==> config.mk <==
export PLATFORM = sky130hd
export DESIGN_NAME = regfile_reader
export DESIGN_NICKNAME = d
export VERILOG_FILES = /design/src/rtl/regfile_reader.sv
export SDC_FILE = /design/constraint.sdc
export NUM_CORES = 1
export LEC_CHECK = 0
export BUFFER_PORTS_ARGS = -buffer_cell sky130_fd_sc_hd__clkbuf_2
export CELL_PAD_IN_SITES_DETAIL_PLACEMENT = 1
export CELL_PAD_IN_SITES_GLOBAL_PLACEMENT = 2
export CORE_ASPECT_RATIO = 1.75
export CORE_MARGIN = 4
export CORE_UTILIZATION = 32
export CTS_CLUSTER_DIAMETER = 30
export CTS_CLUSTER_SIZE = 40
export DETAILED_ROUTE_END_ITERATION = 10
export PLACE_DENSITY = 0.86
export SETUP_SLACK_MARGIN = 0.1
export SLEW_MARGIN = 20
export SYNTH_ARGS = -nofsm -noshare
export SYNTH_HDL_FRONTEND = slang
export SYNTH_SLANG_ARGS = --single-unit
==> constraint.sdc <==
create_clock -name clk -period 3.2 [get_ports clk]
set_input_delay 0.64 -clock clk [delete_from_list [all_inputs] [get_ports clk]]
set_output_delay 0.64 -clock clk [all_outputs]
set_load 0.02 [all_outputs]
==> src/rtl/regfile_reader.sv <==
// Register-file dump sequencer: walks every entry once per start request and
// streams (index, data) over a valid/ready handshake, optionally dropping zeros.
//
// state | meaning
// IDLE  | waiting for start
// FETCH | rd_addr presented, capture (or skip) rd_data at the next edge
// HOLD  | entry held on out_* until the consumer accepts it
// DONE  | one-cycle completion pulse
module regfile_reader #(
  parameter int NUM_REGS  = 32,
  parameter int WIDTH     = 32,
  parameter int SKIP_ZERO = 0,
  localparam int AW       = $clog2(NUM_REGS)
) (
  input  logic             clk,
  input  logic             reset,
  input  logic             start,
  output logic [AW-1:0]    rd_addr,
  input  logic [WIDTH-1:0] rd_data,
  output logic             out_valid,
  input  logic             out_ready,
  output logic [AW-1:0]    out_index,
  output logic [WIDTH-1:0] out_data,
  output logic             busy,
  output logic             done
);

  typedef enum logic [1:0] {IDLE, FETCH, HOLD, DONE} state_t;

  localparam logic [AW-1:0] LAST = AW'(NUM_REGS - 1);

  state_t           state, state_nxt;
  logic [AW-1:0]    addr_nxt, idx_nxt;
  logic [WIDTH-1:0] data_nxt;
  logic             valid_nxt;

  always_ff @(posedge clk or negedge reset) begin
    if (!reset) begin
      state     <= IDLE;
      rd_addr   <= '0;
      out_valid <= 1'b0;
      out_index <= '0;
      out_data  <= '0;
    end else begin
      state     <= state_nxt;
      rd_addr   <= addr_nxt;
      out_valid <= valid_nxt;
      out_index <= idx_nxt;
      out_data  <= data_nxt;
    end
  end

  always_comb begin
    state_nxt = state;
    addr_nxt  = rd_addr;
    valid_nxt = out_valid;
    idx_nxt   = out_index;
    data_nxt  = out_data;
    case (state)
      IDLE: begin
        if (start) begin
          addr_nxt  = '0;
          state_nxt = FETCH;
        end
      end
      FETCH: begin
        // Zero entries are dropped without a HOLD cycle; the last address ends the dump.
        if (SKIP_ZERO != 0 && rd_data == '0) begin
          if (rd_addr == LAST) state_nxt = DONE;
          else                 addr_nxt  = rd_addr + AW'(1);
        end else begin
          idx_nxt   = rd_addr;
          data_nxt  = rd_data;
          valid_nxt = 1'b1;
          state_nxt = HOLD;
        end
      end
      HOLD: begin
        if (out_ready) begin
          valid_nxt = 1'b0;
          if (out_index == LAST) begin
            state_nxt = DONE;
          end else begin
            addr_nxt  = rd_addr + AW'(1);
            state_nxt = FETCH;
          end
        end
      end
      DONE:    state_nxt = IDLE;
      default: state_nxt = IDLE;
    endcase
  end

  assign busy = (state != IDLE);
  assign done = (state == DONE);

endmodule

# Word-level counts from Yosys, hierarchy flattened
# Cells that the tools add are included.
[op_classes]
reduce_logical = 7
mux = 10
n_eq_ne = 7
n_addsub = 1
[ops]
columns = ["cell", "count"]
rows = [
  ["$mux 5", 3],
  ["$pmux 5 s2", 1],
  ["$pmux 2 s4", 1],
  ["$mux 2", 3],
  ["$ne 2x2->1 const B", 3],
  ["$reduce_bool 2->1", 3],
  ["$add 5x1->5 const B", 1],
  ["$eq 5x5->1 const B", 1],
  ["$eq 2x2->1 const B", 2],
  ["$reduce_and 2->1", 2],
  ["$reduce_and 4->1", 1],
  ["$eq 2x1->1 const B", 1],
  ["$logic_not 2->1", 1],
  ["$pmux 1 s2", 1],
  ["$mux 1", 1],
]
[word_totals]
wordCells = 30
reg_bits = 45
output_inout_bits = 45

# Depth between registers and ports, before layout
[logic_depth]
ltp_word = 4
depth_mapped = 5

# Least setup slack after synthesis
# OpenSTA, ideal clock, no wires.
[synth_timing]
path_type = "reg2reg"
start = "reg out_index[2]"
end = "reg rd_addr[4]"
t_arrival_ns = 1.403
setup_ns = 0.124
stages_incl_launch_ff = 6
slack_ns = 1.673
path_cell_list = "dfrtp_1 > and3_1 > and3_1 > buf_6 > o211a_1 > a211o_1"
[synth_between]
elab_chain_cells = 3
[synth_lines]
columns = ["element", "line_no", "source"]
rows = [
  ["start: declaration", "22", "output logic [AW-1:0] out_index,"],
  ["start signal: assignment", "48", "out_index <= idx_nxt;"],
  ["$eq 5x5->1", "81", "if (out_index == LAST) begin"],
  ["$ne 2x2->1 (no line)", "--", ""],
  ["$reduce_and 4->1 (no line)", "--", ""],
  ["end signal: assignment", "46", "rd_addr <= addr_nxt;"],
  ["end: declaration", "18", "output logic [AW-1:0] rd_addr,"],
]
# No other way between the ends.
# A chain may end at the register's enable or synchronous reset.

# Worst setup path in the final report
[layout_timing]
start = "reg state[1]"
end = "out busy"
[layout_between]
elab_chain_cells = 1
[layout_lines]
columns = ["element", "line_no", "source"]
rows = [
  ["start: declaration", "32", "state_t state, state_nxt;"],
  ["start signal: assignment", "45", "state <= state_nxt;"],
  ["$reduce_bool 2->1", "94", "assign busy = (state != IDLE);"],
  ["end: declaration", "24", "output logic busy,"],
]
# No other way between the ends.

==> impl_metrics.xml <==
<?xml version="1.0" encoding="UTF-8"?>
<metrics>
  <group name="floorplan">
    <metric name="number_of_i_o_pins" unit="">81</metric>
    <metric name="floorplan.core_area" unit="sq um">5540</metric>
    <metric name="effective_utilization_at_floorplan" unit="%">32.7</metric>
    <metric name="dieArea" unit="sq um">6970</metric>
    <metric name="rows" unit="">36</metric>
    <metric name="die-width" unit="microns">64.9</metric>
    <metric name="die_height" unit="microns">108</metric>
  </group>
  <group name="setup_path">
    <metric name="critical_path_required" unit="ns">2.56</metric>
    <metric name="r2r_depth" unit="">3</metric>
    <metric name="worstReg2RegStart" unit="">state[1]</metric>
    <metric name="startpoint" unit="">state[1]</metric>
    <metric name="crit_path_start_kind" unit="">register</metric>
    <metric name="crit_fanout" unit="">6</metric>
    <metric name="crit_path_end_kind" unit="">output pin</metric>
    <metric name="timing_worst_setup_path_type" unit="">register to output pin</metric>
    <metric name="crit_arrival" unit="ns">1.22</metric>
  </group>
  <group name="hold_path">
    <metric name="worst_hold_path_type" unit="">input port to asynchronous set/reset pin</metric>
  </group>
  <group name="global_route">
    <metric name="grt_antenna_before_repair" unit="">0</metric>
    <metric name="globalRoute.busiestLayer" unit="">met2</metric>
    <metric name="vias_in_the_first_global_route" unit="">1428</metric>
    <metric name="grt_start_max_net_pins" unit="">46</metric>
    <metric name="use_met2" unit="%">22.9</metric>
    <metric name="gr-usage-all-layers" unit="%">13.2</metric>
    <metric name="grt_use_met1" unit="%">14.8</metric>
    <metric name="global_route.overflow_total" unit="">0</metric>
    <metric name="met3_usage" unit="%">3.45</metric>
    <metric name="wire_length_of_the_first_global_routing_pass" unit="microns">7020</metric>
  </group>
  <group name="clock_tree">
    <metric name="clk_pin_slew_worst_paths" unit="ns">0.08</metric>
    <metric name="cts_made_buffers" unit="">5</metric>
    <metric name="cts.htree.levels" unit="">2</metric>
    <metric name="cts.root.buffer_cell" unit="">clkbuf_8</metric>
    <metric name="cts_tree" unit="">done</metric>
    <metric name="cts_resized" unit="">0</metric>
    <metric name="cts_buffer_depth" unit="">2</metric>
    <metric name="cts_setup_buffers" unit="">0</metric>
    <metric name="insertion_delay_to_the_later_sink_of_the_worst_skew_pair" unit="ns">0.28</metric>
    <metric name="holdBufCountCts" unit="">0</metric>
    <metric name="clk_sinks" unit="">45</metric>
  </group>
  <group name="synthesis">
    <metric name="synthFlopType" unit="">dfrtp_1</metric>
    <metric name="synth_sequential_area_ratio" unit="%">62.2</metric>
    <metric name="most_frequent_cell_after_synthesis" unit="">dfrtp_1</metric>
    <metric name="synth_edf_count" unit="">0</metric>
    <metric name="synth_common_cells" unit="">dfrtp_1 (45), mux2_2 (37), inv_1 (4), nand3_1 (4)</metric>
    <metric name="syn-num-nets" unit="">160</metric>
    <metric name="ys_async_sr_fraction" unit="%">100</metric>
    <metric name="synth_area" unit="sq um">1810</metric>
    <metric name="synth.ff_latch_count" unit="">45</metric>
    <metric name="yosys.area.top_type" unit="">dfrtp_1</metric>
    <metric name="ys.warnings.count" unit="">0</metric>
    <metric name="synthTopCellsByArea" unit="">dfrtp_1 (62%), mux2_2 (23%), a211o_1 (1.5%)</metric>
    <metric name="synth_top_area_share" unit="%">62.2</metric>
    <metric name="synth_cell_types" unit="">25</metric>
    <metric name="avgSynthCellArea" unit="sq um">14.7</metric>
    <metric name="synthCells" unit="">123</metric>
  </group>
  <group name="sta">
    <metric name="timing.slew.headroom" unit="%">57.7</metric>
    <metric name="fin_skew" unit="ns">0.00313</metric>
    <metric name="final_slew_viol_count" unit="">0</metric>
    <metric name="count_of_endpoints_failing_hold_in_the_final_timing_report" unit="">0</metric>
    <metric name="worst-slew-pin-transition" unit="ns">0.633</metric>
    <metric name="grt_setup_unrepaired" unit="">no</metric>
    <metric name="finalWorstPathRequiredPeriod" unit="ns">1.86</metric>
    <metric name="final_min_period_over_clock_period" unit="%">58.0</metric>
    <metric name="maxClockFrequency" unit="GHz">0.539</metric>
    <metric name="setup_slack" unit="ns">1.34</metric>
    <metric name="setup-tns-final" unit="ns">0</metric>
    <metric name="setup_viol" unit="">0</metric>
  </group>
  <group name="power_and_ir_drop">
    <metric name="ir_worst_vdd" unit="uV">496</metric>
    <metric name="powerDensity" unit="nW/um^2">1040</metric>
    <metric name="leakagePower" unit="uW">0.00124</metric>
  </group>
  <group name="drt">
    <metric name="vias_per_cell" unit="">4.53</metric>
    <metric name="detailedRoute.firstPassIterationCount" unit="">4</metric>
    <metric name="route.detailed.drc" unit="">0</metric>
    <metric name="routed_wirelength_normalized_by_instance_count" unit="microns">15.0</metric>
    <metric name="final_antenna_net_count" unit="">0</metric>
    <metric name="detailedRoute.firstIterationViolations" unit="">35</metric>
    <metric name="route.vias.total" unit="">1281</metric>
    <metric name="finalWirelength" unit="microns">4250</metric>
  </group>
  <group name="placement">
    <metric name="dpl_ws" unit="ns">1.32</metric>
    <metric name="hpwlAfterDp" unit="microns">3260</metric>
    <metric name="weighted_congestion_at_the_end_of_routability_driven_global_placement" unit="">0.675</metric>
    <metric name="io_buffers" unit="">80</metric>
  </group>
  <group name="run">
    <metric name="max_cap_viol_count" unit="">0</metric>
  </group>
  <group name="cells_and_area">
    <metric name="syn_to_final_growth" unit="%">32.6</metric>
    <metric name="antenna_cells_inserted" unit="">0</metric>
    <metric name="final_net_count" unit="">243</metric>
    <metric name="filler_cell_count" unit="">608</metric>
    <metric name="final_layout_size_suffix_gt1_share" unit="%">61.4</metric>
  </group>
  <group name="outcome">
    <metric name="status" unit="">finished clean</metric>
  </group>
</metrics>
==> routing by layer <==
metal,vias to the layer above,part of all wire [%]
li1,602,-
met2,54,56
met1,617,36
met3,8,5.9
met4,0,2.2
met5,-,0
==> registers in the layout, summed over array words and instances, names as in the netlist <==
register / cells
out_data: 32
out_index: 5
out_valid: 1
state: 2
rd_addr: 5
==> kinds of logic (layout without fill, tap and decap cells) <==
group | count (synthesis) | after routing | synth area share [%]
buffers and inverters | 9 | 93 | 2.97
adder cells (fa/ha/maj) | 1 | 1 | 0.691
multiplexers | 39 | 39 | 24.1
flip-flops | 45 | 45 | 62.2
AND/OR/NAND/NOR | 18 | 18 | 5.74
AO/OA/AOI/OAI | 11 | 11 | 4.29
==> critical path, stage by stage, from the launching register on <==
cell	delay [ns]
dfrtp_1	0.46
or2_2	0.32
clkbuf_2	0.16
==> stage by stage <==
step	cell area, sq um	std cells	util, %	hold WS, ns	total power (uW)
final	2400	283	43.3	0.383	2490
after CTS	2400	283	43.3	0.395	2540
after floorplan	1810	123	-	0.344	1700
after detailed placement	2280	275	41.2	0.495	2090
after global routing	2400	283	43.3	0.427	2670
after global placement	2280	275	41.2	0.489	2060
==> cell type report <==
cell class	count	area (sq um)	area share, %
clock inverters	1	30.0	1.25
well taps	76	95.1	3.96
inverters	4	15.0	0.625
clock buffers	7	86.3	3.60
repair buffers	81	410	17.1
multi-input cells	69	638	26.6
flip-flops and latches	45	1130	46.9
==> final timing paths <==
kind                                end  slack [ns]
setup / recovery                   busy        1.34
hold / removal             out_data[18]        0.38
setup reg to reg            out_data[9]        1.37
hold reg to reg             out_data[5]        0.51
max in group asynchronous   out_data[4]        2.41
min in group clk            out_data[5]        0.51
==> layout by cell type, fill, tap and decap left out, drive strengths merged <==
master	netlist	final
clkbuf	0	87
dfrtp	45	45
mux2	37	37
inv	4	4
nand3	4	4
a21oi	3	3
a211o	3	3
mux2i	2	2
and3	2	2
nand2	2	2
nor4	2	2
o211a	2	2
o21ai	2	2
or2	2	2
and2	1	1
nor2b	1	1
and2b	1	1
o22ai	1	1
nor4b	1	1
nand2b	1	1
nor2	1	1
ha	1	1
bufinv	0	1
buf	5	1
==> where the power goes <==
part	internal, uW	switching (uW)	total [uW]
Combinational	465	612	1080
Sequential	820	160	980
Clock	255	177	432
Total	1540	949	2490
(Power assumes the default switching activity.)
